`src/rtl/ft_err_collector.sv`:
```
// Error-event collector: per-source edge counters, sticky/overflow flags, first-error record
// and a single acknowledged interrupt. Define FT_ERR_TS_EN to add the first-error timestamp.
module ft_err_collector #(
  parameter int unsigned N_SRC     = 4,
  parameter int unsigned CNT_WIDTH = 8,
  parameter int unsigned TS_WIDTH  = 16,
  localparam int unsigned SRC_W    = (N_SRC > 1) ? $clog2(N_SRC) : 1
) (
  input  logic                       clk_i,
  input  logic                       rst_i,
  input  logic                       en_i,
  input  logic [N_SRC-1:0]           err_i,
  input  logic                       clear_i,
  input  logic                       irq_ack_i,
  output logic                       irq_o,
  output logic [N_SRC-1:0]           sticky_o,
  output logic [N_SRC-1:0]           overflow_o,
  output logic [N_SRC*CNT_WIDTH-1:0] cnt_o,
  output logic                       first_valid_o,
`ifdef FT_ERR_TS_EN
  output logic [SRC_W-1:0]           first_src_o,
  output logic [TS_WIDTH-1:0]        first_ts_o
`else
  output logic [SRC_W-1:0]           first_src_o
`endif
);

  typedef enum logic [0:0] {StIdle, StPend} irq_state_e;

  irq_state_e           state_q, state_d;
  logic [N_SRC-1:0]     err_prev_q, err_prev_d;
  logic [N_SRC-1:0]     sticky_q, sticky_d;
  logic [N_SRC-1:0]     overflow_q, overflow_d;
  logic [CNT_WIDTH-1:0] cnt_q [N_SRC];
  logic [CNT_WIDTH-1:0] cnt_d [N_SRC];
  logic                 first_valid_q, first_valid_d;
  logic [SRC_W-1:0]     first_src_q, first_src_d;

  logic [N_SRC-1:0]     evt;
  logic [N_SRC-1:0]     acc;
  logic                 any_acc;
  logic [SRC_W-1:0]     low_idx;

  // Rising edges gated by enable; clear drops same-cycle events.
  always_comb begin
    evt        = err_i & ~err_prev_q;
    acc        = evt & {N_SRC{en_i & ~clear_i}};
    any_acc    = |acc;
    err_prev_d = err_i;
  end

  // Scan downwards so the lowest accepted index is the one left standing.
  always_comb begin
    low_idx = '0;
    for (int k = N_SRC - 1; k >= 0; k--) begin
      if (acc[k]) begin
        low_idx = SRC_W'(k);
      end
    end
  end

  always_comb begin
    sticky_d      = sticky_q;
    overflow_d    = overflow_q;
    first_valid_d = first_valid_q;
    first_src_d   = first_src_q;
    for (int k = 0; k < N_SRC; k++) begin
      cnt_d[k] = cnt_q[k];
    end

    if (clear_i) begin
      sticky_d      = '0;
      overflow_d    = '0;
      first_valid_d = 1'b0;
      first_src_d   = '0;
      for (int k = 0; k < N_SRC; k++) begin
        cnt_d[k] = '0;
      end
    end else begin
      for (int k = 0; k < N_SRC; k++) begin
        if (acc[k]) begin
          sticky_d[k] = 1'b1;
          if (cnt_q[k] == {CNT_WIDTH{1'b1}}) begin
            overflow_d[k] = 1'b1;
          end else begin
            cnt_d[k] = cnt_q[k] + 1'b1;
          end
        end
      end
      if (!first_valid_q && any_acc) begin
        first_valid_d = 1'b1;
        first_src_d   = low_idx;
      end
    end
  end

  // An ack coinciding with a new event keeps the interrupt pending.
  always_comb begin
    state_d = state_q;
    unique case (state_q)
      StIdle:  if (any_acc) state_d = StPend;
      StPend:  if (irq_ack_i && !any_acc) state_d = StIdle;
      default: state_d = StIdle;
    endcase
  end

  always_ff @(posedge clk_i) begin
    if (rst_i) begin
      state_q       <= StIdle;
      err_prev_q    <= '0;
      sticky_q      <= '0;
      overflow_q    <= '0;
      first_valid_q <= 1'b0;
      first_src_q   <= '0;
      for (int k = 0; k < N_SRC; k++) begin
        cnt_q[k] <= '0;
      end
    end else begin
      state_q       <= state_d;
      err_prev_q    <= err_prev_d;
      sticky_q      <= sticky_d;
      overflow_q    <= overflow_d;
      first_valid_q <= first_valid_d;
      first_src_q   <= first_src_d;
      for (int k = 0; k < N_SRC; k++) begin
        cnt_q[k] <= cnt_d[k];
      end
    end
  end

`ifdef FT_ERR_TS_EN
  logic [TS_WIDTH-1:0] ts_q, ts_d;
  logic [TS_WIDTH-1:0] first_ts_q, first_ts_d;

  always_comb begin
    ts_d       = ts_q + 1'b1;
    first_ts_d = first_ts_q;
    if (clear_i) begin
      first_ts_d = '0;
    end else if (!first_valid_q && any_acc) begin
      first_ts_d = ts_q;
    end
  end

  always_ff @(posedge clk_i) begin
    if (rst_i) begin
      ts_q       <= '0;
      first_ts_q <= '0;
    end else begin
      ts_q       <= ts_d;
      first_ts_q <= first_ts_d;
    end
  end

  assign first_ts_o = first_ts_q;
`endif

  always_comb begin
    cnt_o = '0;
    for (int k = 0; k < N_SRC; k++) begin
      cnt_o[k*CNT_WIDTH +: CNT_WIDTH] = cnt_q[k];
    end
  end

  assign irq_o         = (state_q == StPend);
  assign sticky_o      = sticky_q;
  assign overflow_o    = overflow_q;
  assign first_valid_o = first_valid_q;
  assign first_src_o   = first_src_q;

endmodule

```
`config.mk`:
```
export PLATFORM = sky130hd
export DESIGN_NAME = ft_err_collector
export DESIGN_NICKNAME = d
export VERILOG_FILES = /design/src/rtl/ft_err_collector.sv
export SDC_FILE = /design/constraint.sdc
export NUM_CORES = 1
export LEC_CHECK = 0
export CORE_MARGIN = 2
export CORE_UTILIZATION = 52
export CTS_CLUSTER_SIZE = 25
export DETAILED_ROUTE_END_ITERATION = 10
export GPL_ROUTABILITY_DRIVEN = 0
export HOLD_SLACK_MARGIN = 0.05
export PLACE_DENSITY = 0.84
export SKIP_CTS_REPAIR_TIMING = 1
export SLEW_MARGIN = 25
export SYNTH_ARGS = -nofsm -noshare
export SYNTH_HDL_FRONTEND = slang
export SYNTH_SLANG_ARGS = --single-unit
```
`constraint.sdc`:
```
create_clock -name clk_i -period 2 [get_ports clk_i]
set_input_delay 0.3 -clock clk_i [delete_from_list [all_inputs] [get_ports clk_i]]
set_output_delay 0.3 -clock clk_i [all_outputs]
set_load 0.05 [all_outputs]
```
==> qor.csv <==
metric,value,unit
crit-path cells,clkdlybuf4s50_1,
slew margin rel.,0.6503,
"flops & latches, synth",48,
register area share after synthesis,0.4550,
aggregate global routing overflow,0,
startpoint types,flip-flop,
Port Buffers,52,
maximum VDD drop,0.5594,mV
Worst Skew,0.002468,ns
Post-synth top flop,dfxtp_1,
Synth Area in Adders,0.02370,
I/O pins,53,
Max Transition Viols Final,0,
Vias,1929,
DRT iter0 DRCs,125,
worst path required time,1.70,ns
clock sink total,48,
Reg2Reg Depth,4,
number of vias per cell,5.657,
Final Power,0.001720,W
sum of negative setup slack,0,ns
Clock Tree Buf Depth,2,
mapped cell area,0.002112,mm2
ranking of synthesized cells by area,"dfxtp_1, nor2_1, xor2_1",
number of flops mapped to enable cells by yosys,0,
core footprint,0.003943,mm2
Final period util,0.9540,
FF+latch area,960.9,um2
"commonest cells after routing, fill and taps aside","clkdlybuf4s50_1, dfxtp_1, nor2_1, a21oi_1, xor2_1",
crit path buf inv count,1,
Pwr Density,613.6,mW/mm2
fillcell total,314,
status,finished clean,
"most common cell after layout, fill and taps aside",clkdlybuf4s50_1,
routed wire length,4521,um
clock root cell,clkbuf_8,
latest clock arrival within the worst-skew pair,0.30,ns
Synth Area in Compound Gates,0.1594,
Cells after Synth,233,
"Max FO, Critical Path",6,
Synth area leader,dfxtp_1,
Avg WL per Cell,13.26,um
XOR/XNOR Fraction of Synth Area,0.04976,
Num CTS Buffers,5,
multi-input combinational cell area,0.001080,mm2
"CP delay by family, top",buffers and inverters,
Nets,304,
RSZ-0062 raised after global routing,no,
WP depth,1,
largest family of logic cells by synthesized area,simple AND/OR/NAND/NOR gates,
Worst Hold Class,flip-flop to flip-flop,
ANT cells,0,
Residual DRC,0,
vias in the first global route,1635,
Die W,67.73,um
hold path depth,2,
Final ANT Viol Nets,0,
Crit-path slowest cell,clkdlybuf4s50_1,
area fraction of the dominant cell type after synthesis,0.4550,
crit path time final,1.908,ns
setup ws final,0.09204,ns
H-Tree Level Count,2,
Pre-antenna DRT Iters,4,
critical path class,flip-flop to output pin,
HPWL after DPL,3080,um
Starting Density,0.5357,
# rows,23,
share of cells above drive strength 1,0.07216,
clock-pin slew on the worst setup and hold paths,0.08,ns
MaxCap Viol Count,0,
leakage power,0.9814,nW
ys async rst share,0,
crit end category,output pin,
Tightest Pin Transition,0.5229,ns
WP data arrival,1.61,ns
Mapped Nets,246,
Global Route Usage Sum,0.2111,
Setup-failing EPs final,0,
TritonCTS clock tree,done,
first-pass GRT wire length,7320,um
simple-gate share of the synthesized area,0.2642,
Mean Syn Cell Area,9.064,um2
initial antenna violation count,0,
final hold violations,0,
post-synthesis mux area share,0.01422,
Yosys cell types,43,
synthesis-to-layout area growth,32.70,%
max incr delay on CP,0.86,ns
Peak Freq,0.5241,GHz
pre-CTS setup slack,-0.01619,ns
largest net degree at the start of global routing,21,
die height,67.73,um
Die Footprint,0.004587,mm2
yosys warns,0,
power by group:
| group | switching (W) | internal [W] |
|---|---|---|
| Combinational | 0.0000786 | 0.0000554 |
| Sequential | 0.00000664 | 0.000967 |
| Clock | 0.000304 | 0.000308 |
state kept, by name, indices dropped and copies added, names as in the netlist:
signal,count
err_prev_q,4
sticky_o,4
cnt_q,32
first_valid_o,1
first_src_o,2
irq_o,1
overflow_o,4
cell usage after synthesis (4+ instances only):
library cell   n
inv_1          6
nor3_1         6
nand4_1        6
a211oi_1       4
nor2b_1        5
and2_1         4
ha_1           4
and4_1         5
o211ai_1       4
a31oi_1        7
dfxtp_1       48
nor2_1        37
o2111ai_1      4
nand3_1       11
and3_1         5
xor2_1        12
nand2_1        7
o21ai_1        8
a21oi_1       12
worst paths after layout:
| path | end | slack [ns] | startpoint |
|---|---|---|---|
| min reg2reg | first_src_o[1] | 0.46 | first_src_o[1] |
| max reg2reg | cnt_q[0][7] | 0.51 | err_prev_q[0] |
| min | first_src_o[1] | 0.46 | first_src_o[1] |
| max | cnt_o[19] | 0.09 | cnt_q[2][3] |
metrics by stage:
| step | utilization | cell area (um2) | hold slack (ns) | instances |
|---|---|---|---|---|
| 4_1_cts | 0.7109 | 2803 | 0.4638 | 341 |
| 5_1_grt | 0.7109 | 2803 | 0.4852 | 341 |
| 2_1_floorplan | - | 2112 | 0.3691 | 233 |
| 6_report | 0.7109 | 2803 | 0.4620 | 341 |
| 3_5_place_dp | 0.6864 | 2706 | 0.4511 | 334 |
| 3_3_place_gp | 0.6864 | 2706 | 0.4499 | 334 |
layer usage:
| metal | GRT usage | vias to the layer above | routed length, um |
|---|---|---|---|
| met5 | 0 | - | 0 |
| met4 | 0.08673 | 0 | 67 |
| met3 | 0.06000 | 8 | 228 |
| met2 | 0.3248 | 51 | 2090 |
| met1 | 0.2769 | 909 | 2135 |
| li1 | - | 961 | - |
area by class of cell:
class,count,area share
Clock buffer,7,0.03437
Multi-Input combinational cell,170,0.3853
Timing Repair Buffer,60,0.2071
Inverter,6,0.008036
Sequential cell,48,0.3429
Tap cell,50,0.02232
cells by family (layout without fill, tap and decap cells):
| logic type | Yosys count | after routing |
|---|---|---|
| flops | 48 | 48 |
| compound gates | 51 | 51 |
| mux | 3 | 3 |
| simple gates | 100 | 100 |
| xor+xnor | 12 | 12 |
| fa+ha+maj | 4 | 4 |
| buf+inv | 15 | 73 |
No activity file was read; power rests on OpenSTA's default activity.
